--- config.mk ---
export PLATFORM = sky130hd
export DESIGN_NAME = sprite_eval
export DESIGN_NICKNAME = d
export VERILOG_FILES = /design/src/rtl/sprite_eval.sv
export SDC_FILE = /design/constraint.sdc
export NUM_CORES = 1
export LEC_CHECK = 0
export BUFFER_PORTS_ARGS = -buffer_cell sky130_fd_sc_hd__buf_2
export CORE_ASPECT_RATIO = 0.5
export CORE_MARGIN = 5
export CORE_UTILIZATION = 54
export CTS_BUF_LIST = sky130_fd_sc_hd__clkbuf_16
export CTS_CLUSTER_DIAMETER = 30
export DETAILED_ROUTE_END_ITERATION = 16
export PLACE_DENSITY = 0.8
export SYNTH_ARGS = -nofsm -noshare
export SYNTH_HDL_FRONTEND = slang
export SYNTH_SLANG_ARGS = --single-unit
--- constraint.sdc ---
create_clock -name ppu_clk -period 4.7 [get_ports ppu_clk]
set_clock_uncertainty 0.15 [all_clocks]
set_input_delay 0.705 -clock ppu_clk [delete_from_list [all_inputs] [get_ports ppu_clk]]
set_output_delay 0.705 -clock ppu_clk [all_outputs]
set_load 0.05 [all_outputs]
--- src/rtl/sprite_eval.sv ---
// ============================================================================
// Module   : sprite_eval
// Brief    : Per-scanline sprite evaluator; copies visible OAM entries into
//            secondary OAM and reports count / overflow / sprite-0 presence.
// Revision : 1.0 - initial release
// ============================================================================
`default_nettype none

module sprite_eval #(
    parameter int NUM_SPR  = 64,
    parameter int MAX_LINE = 8,
    parameter int OAW      = $clog2(NUM_SPR*4),
    parameter int SAW      = $clog2(MAX_LINE*4)
) (
    input  logic                          ppu_clk,
    input  logic                          reset_n,
    input  logic                          start,
    input  logic [7:0]                    line,
    input  logic                          tall,
    output logic [OAW-1:0]                oam_addr,
    input  logic [7:0]                    oam_rdata,
    output logic                          sec_we,
    output logic [SAW-1:0]                sec_addr,
    output logic [7:0]                    sec_wdata,
    output logic                          busy,
    output logic                          done,
    output logic [$clog2(MAX_LINE+1)-1:0] count,
    output logic                          overflow,
    output logic                          spr0_hit
);

    localparam int NW       = OAW - 2;
    localparam int CW       = $clog2(MAX_LINE+1);
    localparam int CLR_LAST = MAX_LINE*4 - 1;

    typedef enum logic [2:0] {
        S_IDLE  = 3'd0,
        S_CLEAR = 3'd1,
        S_YA    = 3'd2,
        S_YC    = 3'd3,
        S_C1    = 3'd4,
        S_C2    = 3'd5,
        S_C3    = 3'd6,
        S_FIN   = 3'd7
    } state_t;

    state_t          r_state;
    state_t          w_state_nxt;
    logic [NW-1:0]   r_n;
    logic [SAW-1:0]  r_clr;
    logic [7:0]      r_line;
    logic            r_tall;
    logic [CW-1:0]   r_count;
    logic            r_ovf;
    logic            r_spr0;

    logic [8:0]      w_d;
    logic [7:0]      w_limit;
    logic            w_hit;
    logic            w_last;
    logic            w_full;
    logic            w_inc_n;
    logic            w_inc_cnt;
    logic            w_set_ovf;
    logic            w_set_spr0;

    // Unsigned 9-bit difference: a borrow means Y lies below the line, never a hit
    assign w_d     = {1'b0, r_line} - {1'b0, oam_rdata};
    assign w_limit = r_tall ? 8'd16 : 8'd8;
    assign w_hit   = ~w_d[8] && (w_d[7:0] < w_limit);
    assign w_last  = &r_n;
    assign w_full  = (r_count == CW'(MAX_LINE));

    assign count    = r_count;
    assign overflow = r_ovf;
    assign spr0_hit = r_spr0;

    always_ff @(posedge ppu_clk or negedge reset_n) begin
        if (!reset_n) begin
            r_state <= S_IDLE;
        end else begin
            r_state <= w_state_nxt;
        end
    end

    always_comb begin
        w_state_nxt = r_state;
        oam_addr    = '0;
        sec_we      = 1'b0;
        sec_addr    = '0;
        sec_wdata   = '0;
        busy        = 1'b0;
        done        = 1'b0;
        w_inc_n     = 1'b0;
        w_inc_cnt   = 1'b0;
        w_set_ovf   = 1'b0;
        w_set_spr0  = 1'b0;
        case (r_state)
            S_IDLE: begin
                if (start) w_state_nxt = S_CLEAR;
            end
            S_CLEAR: begin
                busy      = 1'b1;
                sec_we    = 1'b1;
                sec_addr  = r_clr;
                sec_wdata = 8'hFF;
                if (r_clr == SAW'(CLR_LAST)) w_state_nxt = S_YA;
            end
            S_YA: begin
                busy        = 1'b1;
                oam_addr    = {r_n, 2'b00};
                w_state_nxt = S_YC;
            end
            S_YC: begin
                busy     = 1'b1;
                oam_addr = {r_n, 2'b01};
                if (w_hit) begin
                    if (w_full) begin
                        w_set_ovf   = 1'b1;
                        w_state_nxt = S_FIN;
                    end else begin
                        sec_we      = 1'b1;
                        sec_addr    = SAW'({r_count, 2'b00});
                        sec_wdata   = oam_rdata;
                        w_set_spr0  = (r_n == '0);
                        w_state_nxt = S_C1;
                    end
                end else if (w_last) begin
                    w_state_nxt = S_FIN;
                end else begin
                    w_inc_n     = 1'b1;
                    w_state_nxt = S_YA;
                end
            end
            S_C1: begin
                busy        = 1'b1;
                sec_we      = 1'b1;
                sec_addr    = SAW'({r_count, 2'b01});
                sec_wdata   = oam_rdata;
                oam_addr    = {r_n, 2'b10};
                w_state_nxt = S_C2;
            end
            S_C2: begin
                busy        = 1'b1;
                sec_we      = 1'b1;
                sec_addr    = SAW'({r_count, 2'b10});
                sec_wdata   = oam_rdata;
                oam_addr    = {r_n, 2'b11};
                w_state_nxt = S_C3;
            end
            S_C3: begin
                busy      = 1'b1;
                sec_we    = 1'b1;
                sec_addr  = SAW'({r_count, 2'b11});
                sec_wdata = oam_rdata;
                w_inc_cnt = 1'b1;
                if (w_last) begin
                    w_state_nxt = S_FIN;
                end else begin
                    w_inc_n     = 1'b1;
                    w_state_nxt = S_YA;
                end
            end
            S_FIN: begin
                done        = 1'b1;
                w_state_nxt = S_IDLE;
            end
            default: w_state_nxt = S_IDLE;
        endcase
    end

    always_ff @(posedge ppu_clk or negedge reset_n) begin
        if (!reset_n) begin
            r_n     <= '0;
            r_clr   <= '0;
            r_line  <= '0;
            r_tall  <= 1'b0;
            r_count <= '0;
            r_ovf   <= 1'b0;
            r_spr0  <= 1'b0;
        end else begin
            if (r_state == S_IDLE && start) begin
                r_line  <= line;
                r_tall  <= tall;
                r_n     <= '0;
                r_clr   <= '0;
                r_count <= '0;
                r_ovf   <= 1'b0;
                r_spr0  <= 1'b0;
            end
            if (r_state == S_CLEAR) r_clr   <= r_clr + SAW'(1);
            if (w_inc_n)            r_n     <= r_n + NW'(1);
            if (w_inc_cnt)          r_count <= r_count + CW'(1);
            if (w_set_ovf)          r_ovf   <= 1'b1;
            if (w_set_spr0)         r_spr0  <= 1'b1;
        end
    end

endmodule

`default_nettype wire

==> metrics.cfg <==
[sta]
maxSlewHeadroom_pct = 40.9
rsz0062_at_grt = true
period_share_pct = 97.8
setup_viol = 0
worst_pin_slew_ns = 0.885
slew_violations = 0
hold_slack_ns = 0.307
min_period_ns = 4.59
hold_viol_final = 0
timing.fmax_ghz = 0.218

[cells_and_area]
regArea_um2 = 726
drive_gt1_share_pct = 29.2
final_area_um2 = 2780
areaGrowthSynthToFinish_pct = 34.7
finish.utilization_pct = 78.4
nFillCells = 238
multi_input_area_um2 = 1350
layout_commonest_cell = nand2_1
finalNetCount = 348
final_cell_mix = nand2_1 (42), buf_2 (36), dfrtp_1 (29)
instances_no_fill = 366
n_antenna_cell = 0

[yosys]
synth_edf_count = 0
syn_avg_cell_area_um2 = 8.06
ys_seq_area_share_pct = 35.2
synth_nets = 290
synth_warnings = 0
ys_types = 44
syn_area_um2 = 2060
synth-seq-cells = 29
synthCells = 256
async_reset_ff_share_pct = 100
synth-main-ff-cell = dfrtp_1

[global_route]
grt_first_pass_wirelength_um = 9410
gr-total-overflow = 0
antenna_found_initial = 0
grt_start_max_net_pins = 30
grt_usage_pct = 22.7
grt_pass1_vias = 1879

[detailed_routing]
drtPass1Iterations = 4
viasPerCell = 5.69
wl_um = 5810
remaining_drc_errors = 0
vias = 2082
wl_per_cell_um = 15.9
drtIter0Drc = 113
ant_nets = 0

[placement]
port_buffers = 49
place_hpwl_um = 4050
place_area_um2 = 2530
dp_cells = 355
gp_congestion = 0.911

[power_and_ir_drop]
pwr-share-clk_pct = 35.0
cellPowerDensity_nw_per_um2 = 307
p_leak_nw = 1.39
max-vdd-ir-drop_mv = 0.340
internal-power_mw = 0.548
seqPwrFrac_pct = 36.6
sw_frac_of_total_pct = 35.8
netSwitchingPower_mw = 0.305
p_total_mw = 0.853
combPwrFrac_pct = 28.4

[setup_path]
critPathMaxFanout = 9
cp-start-kind = primary input
critPathCapture = sec_wdata[5]
worstSetupPathType = primary input to primary output
worstSetupStartpoint = oam_rdata[2]
regToRegStartpoint = r_line[2]
r2r_cells = 15
reg2reg_slack_ns = 0.93
cp.arrival_ns = 3.74
regToRegEndpoint = r_n[0]
worst_setup_path_end_kind = primary output
crit_required_ns = 3.85

[cts]
cts_htree_levels = 2
cts_buffer_depth = 2
clkSlewWorstSetupHoldPaths_ns = 0.05
cts_buffers = 5
cts_tree = yes
worst_skew_pair.late_latency_ns = 0.27
cts_num_sinks = 29
hold_buffers = 0
root_buffer = clkbuf_16

[floorplanning]
rows = 15
die_area_um2 = 5230
core-area_um2 = 3550
die_w_um = 97.4
start_util_pct = 58.2
io_pins = 50
die_h_um = 53.7

[job]
maxCapViolCount = 0

[worst_hold_path]
min_path_type = primary input to asynchronous set/reset pin

[run_status]
status = finished, final reports clean

critical path, stage by stage:
cell        delay [ns]
buf_8             0.07
clkinvlp_4        0.09
ha_4              0.22
a21o_1            0.17
a31o_1            0.21
a21oi_2           0.16
xnor2_1           0.09
ha_2              0.17
a311o_1           0.26
a2111o_1          0.28
a211o_1           0.26
nor4_4            0.38
a41oi_4           0.17
buf_12            0.20
a21oi_4           0.12
buf_6             0.18
cell type report:
type | instances | share of cell area, %
Clock inverter | 3 | 0.450
Inverter | 21 | 2.97
Tap cell | 51 | 2.29
Sequential cell | 29 | 26.1
Timing Repair Buffer | 59 | 15.0
Multi-Input combinational cell | 198 | 48.7
Clock buffer | 5 | 4.50
cell families after synthesis:
logic type      share of synthesized area (%)
compound gates                           22.4
buf+inv                                  5.39
xor+xnor                                 2.12
mux                                      2.00
fa+ha+maj                                8.48
simple gates                             24.5
flops                                    35.2
Yosys cell counts (all sizes together), types with 3 or more instances:
cell type | number | area share [%]
o21ai | 23 | 5.8
inv | 21 | 3.8
and2 | 8 | 2.4
nand3b | 3 | 1.1
mux2i | 3 | 1.5
and3 | 5 | 1.5
nand2 | 44 | 8.0
o31ai | 4 | 1.5
a21oi | 16 | 3.9
xor2 | 4 | 1.7
dfrtp | 29 | 35
a22o | 9 | 3.8
clkbuf | 7 | 1.3
ha | 14 | 8.5
nor3 | 3 | 0.73
nand3 | 10 | 2.4
nor2b | 3 | 0.91
nor2 | 23 | 4.2
metal layers:
layer | wire [um] | track usage, %
met4 | 78 | 5.98
met5 | 0 | 0
met1 | 2560 | 29.1
met3 | 403 | 5.17
met2 | 2770 | 40.0
how the worst min path moves through the flow:
stage                 end  slack [ns]  startpoint
2_1_floorplan    count[0]        0.26     reset_n
3_3_place_gp    r_line[0]        0.30   r_line[0]
3_5_place_dp    r_line[0]        0.31   r_line[0]
4_1_cts         r_line[0]        0.32   r_line[0]
5_1_grt         r_line[0]        0.33   r_line[0]
6_report       r_state[0]        0.31     reset_n
per-stage QoR:
stage,TNS [ns],setup WS [ns]
2_1_floorplan,-0.0685,-0.00979
3_3_place_gp,0,0.0186
3_5_place_dp,-0.0785,-0.0530
4_1_cts,0,0.0383
5_1_grt,-0.248,-0.0417
6_report,0,0.105
flip-flops by register name, summed over array words and instances (netlist names):
register / cells
r_line: 8
spr0_hit: 1
r_n: 6
count: 4
r_tall: 1
r_clr: 5
overflow: 1
r_state: 3
repair_timing:
| item | 4_1_cts | 5_1_grt |
|---|---|---|
| setup endpoints to repair | 9 | 11 |
| resized for setup | 9 | 22 |
| hold endpoints to repair | 0 | 0 |
| setup buffers | 0 | 3 |
| pin swaps | 1 | 5 |
power by group through the flow:
stage,sequential (mW),combinational [mW],clock [mW]
after floorplan,0.306,0.185,0
after global placement,0.315,0.235,0
after detailed placement,0.316,0.240,0
after CTS,0.312,0.241,0.298
after global routing,0.320,0.263,0.309
final,0.312,0.242,0.298
Power figures use the tool's default switching activity.
